$ cat config.mk
export PLATFORM = sky130hd
export DESIGN_NAME = bus_master_mux_pipe_flat
export DESIGN_NICKNAME = d
export VERILOG_FILES = /design/src/rtl/bus_pkg.sv /design/src/rtl/bus_master_mux_pipe_if.sv /design/src/rtl/bus_pipe_reg.sv /design/src/rtl/bus_master_mux_pipe.sv /design/src/flat_wrapper.sv
export SDC_FILE = /design/constraint.sdc
export NUM_CORES = 1
export LEC_CHECK = 0
export BUFFER_PORTS_ARGS = -buffer_cell sky130_fd_sc_hd__buf_4
export CAP_MARGIN = 20
export CELL_PAD_IN_SITES_DETAIL_PLACEMENT = 1
export CELL_PAD_IN_SITES_GLOBAL_PLACEMENT = 1
export CORE_UTILIZATION = 29
export DETAILED_ROUTE_END_ITERATION = 10
export PLACE_DENSITY = 0.8
export SKIP_CTS_REPAIR_TIMING = 1
export SKIP_LAST_GASP = 1
export SYNTH_ARGS = -nofsm -noshare
export SYNTH_HDL_FRONTEND = slang
export SYNTH_SLANG_ARGS = --single-unit
$ cat constraint.sdc
create_clock -name clk -period 3.2 [get_ports clk]
set_input_delay 0.64 -clock clk [delete_from_list [all_inputs] [get_ports clk]]
set_output_delay 0.64 -clock clk [all_outputs]
set_load 0.02 [all_outputs]
$ cat src/rtl/bus_pkg.sv
// Shared types and helpers for the master-side bus multiplexer.
// Grant vectors are zero-extended to MAX_MASTERS bits before they reach the helpers.
package bus_pkg;

  localparam int DEF_ADDR_W  = 16;
  localparam int DEF_DATA_W  = 8;
  localparam int DEF_BURST_W = 12;
  localparam int MAX_MASTERS = 32;

  typedef enum logic {
    IDLE   = 1'b0,
    LOCKED = 1'b1
  } state_e;

  function automatic logic is_onehot(input logic [MAX_MASTERS-1:0] vec);
    int cnt;
    cnt = 0;
    for (int i = 0; i < MAX_MASTERS; i++) begin
      cnt += int'(vec[i]);
    end
    return (cnt == 1);
  endfunction

  function automatic int onehot_to_idx(input logic [MAX_MASTERS-1:0] vec);
    int idx;
    idx = 0;
    for (int i = 0; i < MAX_MASTERS; i++) begin
      if (vec[i]) begin
        idx = i;
      end
    end
    return idx;
  endfunction

endpackage

$ cat src/rtl/bus_master_mux_pipe_if.sv
// Bundle of the arbiter, master-side and slave-side signals of the multiplexer.
// The slave modport is the multiplexer's view; the master modport is its environment.
interface bus_master_mux_pipe_if
  import bus_pkg::*;
#(
  parameter int NUM_MASTERS = 2,
  parameter int ADDR_W      = DEF_ADDR_W,
  parameter int DATA_W      = DEF_DATA_W,
  parameter int BURST_W     = DEF_BURST_W
) ();

  localparam int OW = $clog2(NUM_MASTERS);

  logic [NUM_MASTERS-1:0]         bus_grant;
  logic [NUM_MASTERS-1:0]         m_valid;
  logic [NUM_MASTERS-1:0]         m_read_en;
  logic [NUM_MASTERS-1:0]         m_write_en;
  logic [NUM_MASTERS*ADDR_W-1:0]  m_addr;
  logic [NUM_MASTERS*DATA_W-1:0]  m_data;
  logic [NUM_MASTERS*BURST_W-1:0] m_burst;
  logic [NUM_MASTERS-1:0]         m_ready;
  logic                           s_valid;
  logic                           s_read_en;
  logic                           s_write_en;
  logic [ADDR_W-1:0]              s_addr;
  logic [DATA_W-1:0]              s_data;
  logic [BURST_W-1:0]             s_burst;
  logic                           s_ready;
  logic                           locked;
  logic [OW-1:0]                  owner;
  logic                           grant_error;

  modport master (
    output bus_grant, m_valid, m_read_en, m_write_en, m_addr, m_data, m_burst, s_ready,
    input  m_ready, s_valid, s_read_en, s_write_en, s_addr, s_data, s_burst,
           locked, owner, grant_error
  );

  modport slave (
    input  bus_grant, m_valid, m_read_en, m_write_en, m_addr, m_data, m_burst, s_ready,
    output m_ready, s_valid, s_read_en, s_write_en, s_addr, s_data, s_burst,
           locked, owner, grant_error
  );

endinterface

$ cat src/rtl/bus_pipe_reg.sv
// Single-stage valid/ready register: loads whenever it is empty or being drained,
// so it sustains one beat per cycle while the consumer keeps ready high.
module bus_pipe_reg #(
  parameter int WIDTH = 8
) (
  input  logic             clk,
  input  logic             rst,
  input  logic             in_valid_i,
  output logic             in_ready_o,
  input  logic [WIDTH-1:0] in_data_i,
  output logic             out_valid_o,
  input  logic             out_ready_i,
  output logic [WIDTH-1:0] out_data_o
);

  logic             valid_q;
  logic [WIDTH-1:0] data_q;
  logic             load;

  assign in_ready_o  = !valid_q || out_ready_i;
  assign load        = in_valid_i && in_ready_o;
  assign out_valid_o = valid_q;
  assign out_data_o  = data_q;

  always_ff @(posedge clk) begin
    if (rst) begin
      valid_q <= 1'b0;
      data_q  <= '0;
    end else if (load) begin
      valid_q <= 1'b1;
      data_q  <= in_data_i;
    end else if (out_ready_i) begin
      valid_q <= 1'b0;
    end
  end

endmodule

$ cat src/rtl/bus_master_mux_pipe.sv
// Master-side bus multiplexer: decodes a one-hot grant, forwards the chosen master
// through one register stage and freezes the owner for the length of a burst.
module bus_master_mux_pipe
  import bus_pkg::*;
#(
  parameter int NUM_MASTERS = 2,
  parameter int ADDR_W      = DEF_ADDR_W,
  parameter int DATA_W      = DEF_DATA_W,
  parameter int BURST_W     = DEF_BURST_W
) (
  input logic                clk,
  input logic                rst,
  bus_master_mux_pipe_if.slave bus
);

  localparam int OW = $clog2(NUM_MASTERS);
  localparam int PW = 2 + ADDR_W + DATA_W + BURST_W;

  state_e                   state_q, state_d;
  logic [OW-1:0]            owner_q, owner_d;
  logic [BURST_W-1:0]       remain_q, remain_d;
  logic [BURST_W-1:0]       latched_q, latched_d;
  logic                     gErr_q, gErr_d;

  logic [MAX_MASTERS-1:0]   grantWide;
  logic                     grantOk;
  logic [OW-1:0]            selIdx;
  logic                     selValid;
  logic                     reqValid;
  logic                     canLoad;
  logic                     accept;
  logic                     sValid;
  logic                     selRd;
  logic                     selWr;
  logic [ADDR_W-1:0]        selAddr;
  logic [DATA_W-1:0]        selData;
  logic [BURST_W-1:0]       selBurst;
  logic [BURST_W-1:0]       effBurst;
  logic [BURST_W-1:0]       outBurst;
  logic [NUM_MASTERS-1:0]   mReady;
  logic [PW-1:0]            payloadIn;
  logic [PW-1:0]            payloadOut;

  assign grantWide = MAX_MASTERS'(bus.bus_grant);
  assign grantOk   = is_onehot(grantWide);

  // While a burst is in flight the owner register overrides whatever the arbiter says.
  always_comb begin
    selValid = 1'b0;
    selIdx   = '0;
    if (state_q == LOCKED) begin
      selValid = 1'b1;
      selIdx   = owner_q;
    end else if (grantOk) begin
      selValid = 1'b1;
      selIdx   = OW'(onehot_to_idx(grantWide));
    end
  end

  assign selRd    = bus.m_read_en[selIdx];
  assign selWr    = bus.m_write_en[selIdx];
  assign selAddr  = bus.m_addr[selIdx*ADDR_W +: ADDR_W];
  assign selData  = bus.m_data[selIdx*DATA_W +: DATA_W];
  assign selBurst = bus.m_burst[selIdx*BURST_W +: BURST_W];
  assign effBurst = (selBurst == '0) ? BURST_W'(1) : selBurst;
  assign outBurst = (state_q == LOCKED) ? latched_q : selBurst;

  assign reqValid = selValid && bus.m_valid[selIdx];
  assign accept   = reqValid && canLoad;

  // Ready is offered to the selected master independent of its valid.
  always_comb begin
    mReady = '0;
    for (int i = 0; i < NUM_MASTERS; i++) begin
      mReady[i] = selValid && canLoad && (selIdx == OW'(i));
    end
  end

  assign payloadIn = {selRd, selWr, selAddr, selData, outBurst};

  bus_pipe_reg #(
    .WIDTH(PW)
  ) u_pipe (
    .clk        (clk),
    .rst        (rst),
    .in_valid_i (reqValid),
    .in_ready_o (canLoad),
    .in_data_i  (payloadIn),
    .out_valid_o(sValid),
    .out_ready_i(bus.s_ready),
    .out_data_o (payloadOut)
  );

  // The final beat of a burst releases the lock on the same edge that accepts it.
  always_comb begin
    state_d   = state_q;
    owner_d   = owner_q;
    remain_d  = remain_q;
    latched_d = latched_q;
    gErr_d    = (state_q == IDLE) && !grantOk && (|bus.m_valid);
    if (accept) begin
      if (state_q == IDLE) begin
        owner_d = selIdx;
        if ((selRd || selWr) && (effBurst > BURST_W'(1))) begin
          state_d   = LOCKED;
          remain_d  = effBurst - BURST_W'(1);
          latched_d = selBurst;
        end
      end else begin
        remain_d = remain_q - BURST_W'(1);
        if (remain_q == BURST_W'(1)) begin
          state_d = IDLE;
        end
      end
    end
  end

  always_ff @(posedge clk) begin
    if (rst) begin
      state_q   <= IDLE;
      owner_q   <= '0;
      remain_q  <= '0;
      latched_q <= '0;
      gErr_q    <= 1'b0;
    end else begin
      state_q   <= state_d;
      owner_q   <= owner_d;
      remain_q  <= remain_d;
      latched_q <= latched_d;
      gErr_q    <= gErr_d;
    end
  end

  assign bus.m_ready = mReady;
  assign bus.s_valid = sValid;
  assign {bus.s_read_en, bus.s_write_en, bus.s_addr, bus.s_data, bus.s_burst} = payloadOut;
  assign bus.locked      = (state_q == LOCKED);
  assign bus.owner       = owner_q;
  assign bus.grant_error = gErr_q;

endmodule

$ cat src/flat_wrapper.sv
// flat-port wrapper written by rule: the top's interface ports become plain ports
module bus_master_mux_pipe_flat import bus_pkg::*;
#(
  parameter int NUM_MASTERS = 2,
  parameter int ADDR_W      = DEF_ADDR_W,
  parameter int DATA_W      = DEF_DATA_W,
  parameter int BURST_W     = DEF_BURST_W
)
  (clk, rst, bus_bus_grant, bus_m_valid, bus_m_read_en, bus_m_write_en, bus_m_addr, bus_m_data, bus_m_burst, bus_s_ready, bus_m_ready, bus_s_valid, bus_s_read_en, bus_s_write_en, bus_s_addr, bus_s_data, bus_s_burst, bus_locked, bus_owner, bus_grant_error);
  bus_master_mux_pipe_if #(.NUM_MASTERS(NUM_MASTERS), .ADDR_W(ADDR_W), .DATA_W(DATA_W), .BURST_W(BURST_W)) bus_i ();
  input logic clk;
  input logic rst;
  input wire logic [$bits(bus_i.bus_grant)-1:0] bus_bus_grant;
  input wire logic [$bits(bus_i.m_valid)-1:0] bus_m_valid;
  input wire logic [$bits(bus_i.m_read_en)-1:0] bus_m_read_en;
  input wire logic [$bits(bus_i.m_write_en)-1:0] bus_m_write_en;
  input wire logic [$bits(bus_i.m_addr)-1:0] bus_m_addr;
  input wire logic [$bits(bus_i.m_data)-1:0] bus_m_data;
  input wire logic [$bits(bus_i.m_burst)-1:0] bus_m_burst;
  input wire logic [$bits(bus_i.s_ready)-1:0] bus_s_ready;
  output wire logic [$bits(bus_i.m_ready)-1:0] bus_m_ready;
  output wire logic [$bits(bus_i.s_valid)-1:0] bus_s_valid;
  output wire logic [$bits(bus_i.s_read_en)-1:0] bus_s_read_en;
  output wire logic [$bits(bus_i.s_write_en)-1:0] bus_s_write_en;
  output wire logic [$bits(bus_i.s_addr)-1:0] bus_s_addr;
  output wire logic [$bits(bus_i.s_data)-1:0] bus_s_data;
  output wire logic [$bits(bus_i.s_burst)-1:0] bus_s_burst;
  output wire logic [$bits(bus_i.locked)-1:0] bus_locked;
  output wire logic [$bits(bus_i.owner)-1:0] bus_owner;
  output wire logic [$bits(bus_i.grant_error)-1:0] bus_grant_error;
  assign bus_i.bus_grant = bus_bus_grant;
  assign bus_i.m_valid = bus_m_valid;
  assign bus_i.m_read_en = bus_m_read_en;
  assign bus_i.m_write_en = bus_m_write_en;
  assign bus_i.m_addr = bus_m_addr;
  assign bus_i.m_data = bus_m_data;
  assign bus_i.m_burst = bus_m_burst;
  assign bus_i.s_ready = bus_s_ready;
  assign bus_m_ready = bus_i.m_ready;
  assign bus_s_valid = bus_i.s_valid;
  assign bus_s_read_en = bus_i.s_read_en;
  assign bus_s_write_en = bus_i.s_write_en;
  assign bus_s_addr = bus_i.s_addr;
  assign bus_s_data = bus_i.s_data;
  assign bus_s_burst = bus_i.s_burst;
  assign bus_locked = bus_i.locked;
  assign bus_owner = bus_i.owner;
  assign bus_grant_error = bus_i.grant_error;
  bus_master_mux_pipe #(.NUM_MASTERS(NUM_MASTERS), .ADDR_W(ADDR_W), .DATA_W(DATA_W), .BURST_W(BURST_W)) u_core (.clk(clk), .rst(rst), .bus(bus_i));
endmodule
# == Yosys cells after proc, flatten, opt, wreduce, memory -nomap -nowiden ==
# Index checks and enable logic that the tools add are counted.
# word_totals
register_bits,66
in_bits,83
out_inout_bits,44
word_cells,59
# classes
n_addsub,3
multipliers,1
magnitude_cmp,2
n_eq_ne,2
n_shift,3
muxes,20
n_bitwise,2
reduce_logical,19
# ops
op,count
two-way mux 12 bit,4
"== test 32 x 2 -> 1 bit, second input constant",1
indexed part select 32 x 6 -> 16 bit,1
indexed part select 24 x 6 -> 12 bit,1
"subtractor 12 x 1 -> 12 bit, second input constant",2
two-way mux 1 bit,16
indexed part select 16 x 5 -> 8 bit,1
"== test 12 x 1 -> 1 bit, second input constant",1
"> comparator 12 x 1 -> 1 bit, second input constant",1
zero test 12 bit,1
logical AND 1 bit,8
AND reduction 2 bit,2
nonzero test 2 bit,2
"multiplier 1 x 2 -> 3 bit, second input constant",1
AND reduction 3 bit,1
adder 1 x 1 -> 2 bit,1
zero test 1 bit,2
logical OR 1 bit,2
"less-than comparator 1 x 2 -> 1 bit, second input constant",1
NOT 1 bit,2
OR reduction 2 bit,1

# == Longest topological paths before layout ==
# Gate-level depths: netlist of the first run.
# depth
depth_word,12
depth_mapped,15
ltp_nobuf,13

# == Cells and area by module ==
# From an unflattened synthesis of the first run, not the netlist that was laid out.
# hier_totals
hier_cells,565
hier_area_um2,4510.6
# modules_own_cells
mod,n_inst,cells_per_inst,area_each_um2,seq_area_each_um2
bus_master_mux_pipe,1,387,2655.0,540.5
bus_pipe_reg,1,178,1855.5,780.7

# == Worst setup path before layout of the first run ==
# OpenSTA, ideal clock, no wires.
# synth_timing
path_type,input to register
from,input bus_bus_grant[0]
to,register u_core.remain_q[10]
setup_ps,79
arrival_ps,3362
required_time_ps,3121
slack_ps,-241
path_stages,13
n_path_buf,2
cell_sequence,inv_1 -> ha_1 -> mux2i_2 -> buf_2 -> buf_2 -> mux2i_1 -> ha_1 -> nor3b_1 -> mux2i_1 -> a2111oi_0 -> xnor2_1 -> nand2_1 -> o211ai_1
# synth_via
elab_chain_cells,12
elab_cells_between_ends,26
classes_between,add/sub (2); mul (1); order compare (1); eq/ne (1); shift (1); mux (13); reduce/logical (7)
# synth_rtl
item,line,rtl
from (decl),flat_wrapper.sv:13,input wire logic [$bits(bus_i.bus_grant)-1:0] bus_bus_grant;
adder 1 x 1 -> 2 bit *,bus_pkg.sv:19,cnt += int'(vec[i]);
== test 32 x 2 -> 1 bit *,bus_pkg.sv:21,return (cnt == 1);
two-way mux 1 bit,bus_master_mux_pipe.sv:54,end else if (grantOk) begin
two-way mux 1 bit,bus_master_mux_pipe.sv:51,if (state_q == LOCKED) begin
multiplier 1 x 2 -> 3 bit,bus_master_mux_pipe.sv:64,assign selBurst = bus.m_burst[selIdx*BURST_W +: BURST_W];
indexed part select 24 x 6 -> 12 bit,bus_master_mux_pipe.sv:64,
zero test 12 bit,bus_master_mux_pipe.sv:65,assign effBurst = (selBurst == '0) ? BURST_W'(1) : selBurst;
two-way mux 12 bit,bus_master_mux_pipe.sv:65,
> comparator 12 x 1 -> 1 bit,bus_master_mux_pipe.sv:104,if ((selRd || selWr) && (effBurst > BURST_W'(1))) begin
logical AND 1 bit,bus_master_mux_pipe.sv:104,
nonzero test 2 bit (no source line),--,
AND reduction 2 bit (no source line),--,
to (signal assigned),bus_master_mux_pipe.sv:128,remain_q <= remain_d;
to (decl),bus_master_mux_pipe.sv:21,"logic [BURST_W-1:0] remain_q, remain_d;"
# Every way passes the cells marked *; elsewhere a longest branch is shown, timed or not. The select of a mux whose other input is x is not followed.
# A chain may end at the register's enable or synchronous reset.

# == Final worst setup path of the first run ==
# layout_timing
from,input bus_m_burst[15]
to,register u_core.remain_q[4]
# layout_via
elab_chain_cells,7
elab_cells_between_ends,10
classes_between,add/sub (1); order compare (1); shift (1); mux (3); reduce/logical (4)
# layout_rtl
item,line,rtl
from (decl),flat_wrapper.sv:19,input wire logic [$bits(bus_i.m_burst)-1:0] bus_m_burst;
indexed part select 24 x 6 -> 12 bit *,bus_master_mux_pipe.sv:64,
zero test 12 bit,bus_master_mux_pipe.sv:65,
two-way mux 12 bit *,bus_master_mux_pipe.sv:65,
> comparator 12 x 1 -> 1 bit,bus_master_mux_pipe.sv:104,
logical AND 1 bit,bus_master_mux_pipe.sv:104,
nonzero test 2 bit (no source line),--,
AND reduction 2 bit (no source line),--,
# Marked as above.

==> results.sh, run 1 <==
export IMPL_antenna_found_initial=0
export IMPL_synth_nets=545
export IMPL_drcViolationCount=0
export IMPL_min_to="u_core.u_pipe.out_data_o[1]"
export IMPL_synth_compound_area_share=0.220
export IMPL_fin_crit_sh=0.958
export IMPL_synth_area_mux_share=0.0775
export IMPL_cts_path_max_buffers=2
export IMPL_wl_um=13500
export IMPL_cts_tree="yes"
export IMPL_netlist_area_um2=3600
export IMPL_async_flop_share=0
export IMPL_finalSetupViolCount=0
export IMPL_critPathMaxFanout=5
export IMPL_maxSlewViolCount=0
export IMPL_die_area_um2=12900
export IMPL_final_nets=686
export IMPL_num_vias=4010
export IMPL_power_leakage_nw=2.26
export IMPL_dp_hpwl_um=10100
export IMPL_n_antenna_cell=0
export IMPL_yosys_cell_types_count=52
export IMPL_crit_chain="buf_4 > or4_1 > mux2_4 > o31a_1 > ha_4 > nor3b_1 > mux2i_1 > buf_4 > xnor2_1 > o22ai_1 > a2bb2oi_1 > nor2_1"
export IMPL_ys_seq_area_frac=0.367
export IMPL_layout_commonest_cell="buf_4"
export IMPL_status="finished clean"
export IMPL_final_cell_mix="buf_4, nand2_1, dfxtp_1"
export IMPL_fill_cells=1464
export IMPL_hold_path_class="reg -> reg"
export IMPL_grt_pass1_wl_um=21600
export IMPL_cp_slowest_cell="or4_1"
export IMPL_timing_rr_end="u_core.remain_q[4]"
export IMPL_min_period_ns=3.07
export IMPL_crit_buf_inv=2
export IMPL_relSlewSlack=0.468
export IMPL_via_per_inst=5.20
export IMPL_root_buffer="clkbuf_16"
export IMPL_synth_edff_count=0
export IMPL_ff2ff_path_depth=11
export IMPL_min_from="u_core.u_pipe.out_data_o[1]"
export IMPL_end_kind="flop"
export IMPL_ys_seq_elements=66
export IMPL_die_h_um=113
export IMPL_io_pins=127
export IMPL_tightestPinTransition_ns=0.790
export IMPL_port_buffers=126
export IMPL_grt_pass1_vias=4286
export IMPL_fmax_mhz=326
export IMPL_multi_input_area_um2=2210
export IMPL_finalNonFillerCells=771
export IMPL_die_x_um=113
export IMPL_r2r_setup_slack_ns=0.31
export IMPL_place_gp_congestion=0.855
export IMPL_finalHoldViolations=0
export IMPL_area_growth_pct=49.0
export IMPL_irDropWorstVdd_v=0.000231
export IMPL_ys_warn_count=0
export IMPL_initial_core_util=0.298
export IMPL_rows=40
export IMPL_r2r_start="u_core.bus.locked"
export IMPL_worst_path_most_repeated_cell="buf_4"
export IMPL_grt_max_degree=53
export IMPL_required_ns=3.40
export IMPL_finClkSkew_ns=0.00629
export IMPL_clock_sinks=66
export IMPL_syn_inst=457
export IMPL_dp_cells=755
export IMPL_holdPathStages=2
export IMPL_drive_above_1_share=0.335
export IMPL_drt_iter0_drc=249
export IMPL_dr_pass1_iters=4
export IMPL_cts_max_level=3
export IMPL_p_per_area_nw_per_um2=554
export IMPL_timing_hold_ws_ns=0.451
export IMPL_track_usage=0.213
export IMPL_core_um2=12100
export IMPL_crit_family="simple AND/OR/NAND/NOR gates"
export IMPL_max_stage_delay_ns=0.55
export IMPL_rsz0062_at_grt="no"
export IMPL_avgSynthCellArea_um2=7.87
export IMPL_numCtsBuffers=9
export IMPL_wl_per_cell_um=17.5
export IMPL_ys_flop_type="dfxtp_1"
export IMPL_regArea_um2=1320
export IMPL_yosys_area_share_xor_xnor=0.0146
export IMPL_drtAntennaViolNets=0
export IMPL_synth_simple_gate_area_share=0.255
export IMPL_synth_top_family_by_area="simple AND/OR/NAND/NOR gates"
export IMPL_worstPathArrival_ns=3.27
export IMPL_crit_type="in -> reg"
export IMPL_startpoint_type="input port"
export IMPL_insertion_delay_ns=0.33
export IMPL_drv_cap=0
export IMPL_clk_pin_slew_worst_paths_ns=0.06
export IMPL_grt_overflow=0
export IMPL_yosys_area_share_adder=0.0174
routing by layer:
metal,GRT usage,routed length [µm]
met1,0.257,5690
met2,0.386,6950
met3,0.0191,475
met4,0.0921,343
met5,0,0
synthesized netlist by cell type, types with 2 or more instances:
| cell | n | area share |
|---|---|---|
| o211ai_1 | 13 | 0.027 |
| xor2_1 | 2 | 0.0049 |
| o41ai_1 | 2 | 0.0049 |
| mux2_2 | 4 | 0.013 |
| nand4_1 | 4 | 0.0070 |
| o22ai_1 | 2 | 0.0035 |
| buf_1 | 2 | 0.0021 |
| nand3_1 | 6 | 0.0083 |
| xnor2_1 | 4 | 0.0097 |
| a211oi_1 | 13 | 0.027 |
| or2_2 | 3 | 0.0052 |
| buf_2 | 9 | 0.013 |
| mux2i_1 | 22 | 0.061 |
| a2bb2oi_1 | 2 | 0.0049 |
| or4_1 | 2 | 0.0042 |
| o21ai_0 | 9 | 0.013 |
| a32o_1 | 2 | 0.0056 |
| nand2_1 | 91 | 0.095 |
| nor2_1 | 61 | 0.064 |
| a21oi_1 | 18 | 0.025 |
| or3_1 | 5 | 0.0087 |
| nor3_1 | 10 | 0.014 |
| nor3b_1 | 3 | 0.0063 |
| a311oi_1 | 27 | 0.066 |
| a211o_1 | 2 | 0.0049 |
| nand2b_1 | 3 | 0.0052 |
| nor4_1 | 5 | 0.0087 |
| inv_1 | 9 | 0.0094 |
| ha_1 | 5 | 0.017 |
| a311o_1 | 2 | 0.0056 |
| clkbuf_1 | 23 | 0.024 |
| o311ai_0 | 3 | 0.0073 |
| dfxtp_1 | 66 | 0.37 |
| a221oi_1 | 2 | 0.0049 |
| nor4b_1 | 2 | 0.0049 |
| nand3b_1 | 3 | 0.0063 |
stage by stage:
step	setup TNS (ns)	cell area, µm²	power (mW)	setup WS [ns]	utilization
floorplan	0	3710	1.51	0.000673	-
detailed placement	-2.14	5030	1.89	-0.278	0.417
finish	0	5360	2.97	0.134	0.444
CTS	0	5360	2.99	0.0900	0.444
global route	0	5360	3.12	0.0158	0.444
global placement	-0.751	5030	1.85	-0.126	0.417
cell type report:
class / count / share of cell area
multi-input cells: 348 / 0.412
flip-flops and latches: 66 / 0.246
repair buffers: 164 / 0.234
clock buffers: 10 / 0.0446
well taps: 168 / 0.0392
clock inverters: 6 / 0.0168
inverters: 9 / 0.00630
logic make-up (layout without fill, tap and decap cells):
logic type      after synthesis  after routing
compound gates              105            105
xor+xnor                      6              6
fa+ha+maj                     5              5
buf+inv                      43            189
flops                        66             66
mux                          27             27
simple gates                205            205
flip-flops by register name, indices dropped and copies added (netlist names):
signal / cells
u_core.remain_q: 12
u_core.latched_q: 12
u_core.bus.locked: 1
u_core.u_pipe.out_data_o: 38
u_core.bus.grant_error: 1
u_core.u_pipe.out_valid_o: 1
u_core.bus.owner: 1
report_power, final:
part	internal, mW	switching, mW
Sequential	0.921	0.0666
Clock	0.705	0.387
Combinational	0.382	0.508
Total	2.01	0.962
worst max-delay path by stage:
stage | from | end | cells after the start
after global routing | bus_m_burst[15] | u_core.remain_q[4] | 12
after global placement | bus_m_burst[3] | u_core.remain_q[8] | 11
after floorplan | bus_bus_grant[0] | u_core.remain_q[0] | 14
after CTS | bus_m_burst[3] | u_core.remain_q[4] | 12
final | bus_m_burst[15] | u_core.remain_q[4] | 12
after detailed placement | bus_m_burst[3] | u_core.remain_q[4] | 12
tightest hold or removal path, cell delays in order (launching register included):
cell     delay, ns
dfxtp_1       0.31
nand2_1       0.05
a21oi_1       0.05
(Power assumes the default switching activity.)
==> run 2, diff against run 1 <==
--- a/config.mk
+++ b/config.mk
@@ -11,5 +11,5 @@
 export CELL_PAD_IN_SITES_GLOBAL_PLACEMENT = 1
-export CORE_UTILIZATION = 29
+export CORE_UTILIZATION = 32
 export DETAILED_ROUTE_END_ITERATION = 10
-export PLACE_DENSITY = 0.8
+export PLACE_DENSITY = 0.86
 export SKIP_CTS_REPAIR_TIMING = 1
--- a/constraint.sdc
+++ b/constraint.sdc
@@ -3,2 +3,2 @@
 set_output_delay 0.64 -clock clk [all_outputs]
-set_load 0.02 [all_outputs]
+set_load 0.05 [all_outputs]
==> run 2 against run 1 <==
  * Die area shrank 9.2%
  * Sequential share of layout area grew 0.63 points
  * Critical path depth shrank 1
  * Global-route usage grew 2.2 points
  * Total power shrank 7.4%
  * Register-to-register slack gained 0.04 ns
  * First-iteration DRC count grew 37%
  * Cell count shrank 3.1%
  * Setup slack gained 0.023 ns
  * Non-clock buffer count grew 4
  * Largest cell class unchanged
==> results.sh, run 2 (synthesis results as in run 1) <==
export IMPL_max_stage_delay_ns=0.56
export IMPL_timing_rr_end="u_core.remain_q[8]"
export IMPL_die_x_um=108
export IMPL_fin_crit_sh=0.951
export IMPL_p_per_area_nw_per_um2=526
export IMPL_core_um2=10900
export IMPL_largest_register_ffs=38
export IMPL_n_antenna_cell=0
export IMPL_layout_commonest_cell="buf_4"
export IMPL_maxSlewViolCount=0
export IMPL_rows=38
export IMPL_drv_cap=0
export IMPL_antenna_found_initial=0
export IMPL_crit_buf_inv=1
export IMPL_clock_sinks=66
export IMPL_min_period_ns=3.04
export IMPL_drcViolationCount=0
export IMPL_num_vias=4070
export IMPL_port_buffers=126
export IMPL_fill_cells=1315
export IMPL_clk_pin_slew_worst_paths_ns=0.08
export IMPL_dr_pass1_iters=4
export IMPL_insertion_delay_ns=0.36
export IMPL_holdPathStages=2
export IMPL_dp_cells=731
export IMPL_pwr_share_comb=0.380
export IMPL_grt_max_degree=48
export IMPL_multi_input_area_um2=2210
export IMPL_r2r_start="u_core.bus.locked"
export IMPL_ff2ff_path_depth=11
export IMPL_relSlewSlack=0.459
export IMPL_wl_per_cell_um=18.1
export IMPL_finalNonFillerCells=747
export IMPL_regArea_um2=1320
export IMPL_power_switching_mw=1.06
export IMPL_cts_max_level=3
export IMPL_cts_path_max_buffers=2
export IMPL_die_area_um2=11700
export IMPL_grt_pass1_wl_um=21100
export IMPL_finClkSkew_ns=0.0154
export IMPL_rsz0062_at_grt="no"
export IMPL_wl_um=13600
export IMPL_via_per_inst=5.45
export IMPL_grt_overflow=0
export IMPL_timing_hold_ws_ns=0.452
export IMPL_total_power_mw=2.75
export IMPL_startpoint_type="input port"
export IMPL_crit_type="in -> reg"
export IMPL_finalSetupViolCount=0
export IMPL_power_internal_mw=1.69
export IMPL_worstPathArrival_ns=3.27
export IMPL_power_leakage_nw=2.22
export IMPL_fmax_mhz=329
export IMPL_root_buffer="clkbuf_8"
export IMPL_tightestPinTransition_ns=0.804
export IMPL_finalHoldViolations=0
export IMPL_track_usage=0.235
export IMPL_numCtsBuffers=9
export IMPL_fin_area_um2=5230
export IMPL_crit_family="simple AND/OR/NAND/NOR gates"
export IMPL_end_kind="flop"
export IMPL_place_gp_congestion=0.932
export IMPL_cts_tree="yes"
export IMPL_die_h_um=108
export IMPL_critPathLaunch="bus_m_burst[3]"
export IMPL_io_pins=127
export IMPL_switching_share=0.386
export IMPL_status="finished clean"
export IMPL_p_seq_frac=0.358
export IMPL_crit_chain="buf_4 > or4_1 > mux2_4 > o31a_1 > ha_4 > nor3b_1 > mux2i_1 > nor3_1 > xnor2_1 > a221oi_1 > a21oi_1"
export IMPL_drt_iter0_drc=340
export IMPL_critPathMaxFanout=5
export IMPL_cp_depth=11
export IMPL_required_ns=3.42
export IMPL_irDropWorstVdd_v=0.000313
export IMPL_final_cell_mix="buf_4, nand2_1, dfxtp_1"
export IMPL_place_area_um2=5040
export IMPL_pwr_share_clk=0.262
export IMPL_grt_pass1_vias=4243
export IMPL_drive_above_1_share=0.336
export IMPL_final_nets=690
export IMPL_area_growth_pct=45.4
export IMPL_endpoint="u_core.remain_q[8]"
export IMPL_cp_slowest_cell="or4_1"
export IMPL_drtAntennaViolNets=0
export IMPL_r2r_setup_slack_ns=0.35
export IMPL_hold_path_class="reg -> reg"
export IMPL_dp_hpwl_um=10200
export IMPL_initial_core_util=0.330
## run 2: cell count changes in the layout (fill, tap and decap cells not counted), sizes merged
cell / delta
buf: +4
clkbuf: +2
bufinv: -1
clkinv: -1
## run 2: metrics by stage
step	utilization	TNS (ns)	worst slack (ns)
6_report	0.481	0	0.157
5_1_grt	0.481	0	0.00471
4_1_cts	0.481	0	0.146
3_5_place_dp	0.463	-2.13	-0.205
3_3_place_gp	0.463	-0.183	-0.0932
2_1_floorplan	-	0	0.000673
## run 2: power groups by stage
stage          combinational [mW]  clock, mW  sequential, mW
2_1_floorplan               0.447          0            1.20
3_3_place_gp                 1.01          0           0.996
3_5_place_dp                 1.04          0            1.00
4_1_cts                      1.05      0.732           0.984
5_1_grt                      1.12      0.769           0.997
6_report                     1.05      0.720           0.984
## run 2: worst min-delay path by stage
stage                           startpoint                          end  slack [ns]
6_report       u_core.u_pipe.out_data_o[6]  u_core.u_pipe.out_data_o[6]        0.45
3_3_place_gp   u_core.u_pipe.out_data_o[0]  u_core.u_pipe.out_data_o[0]        0.44
4_1_cts        u_core.u_pipe.out_data_o[6]  u_core.u_pipe.out_data_o[6]        0.46
2_1_floorplan           u_core.remain_q[5]           u_core.remain_q[5]        0.47
5_1_grt        u_core.u_pipe.out_data_o[6]  u_core.u_pipe.out_data_o[6]        0.49
3_5_place_dp   u_core.u_pipe.out_data_o[4]  u_core.u_pipe.out_data_o[4]        0.45
## run 2: layer usage
metal | vias to the layer above | global-route usage | part of all wire
li1 | 1944 | - | -
met4 | 0 | 0.0949 | 0.030
met3 | 32 | 0.0585 | 0.052
met2 | 118 | 0.427 | 0.51
met5 | - | 0 | 0
met1 | 1976 | 0.261 | 0.41
## run 2: final cells by class
class	count	share of cell area
clock inverters	4	0.00980
clock buffers	12	0.0277
flip-flops and latches	66	0.253
multi-input cells	348	0.422
well taps	140	0.0335
repair buffers	168	0.248
inverters	9	0.00646
## run 2: worst min-delay path, delay by kind of cell, from the launching register on
kind | cells | cell delay (ns)
flops | 1 | 0.31
simple gates | 1 | 0.05
compound gates | 1 | 0.05
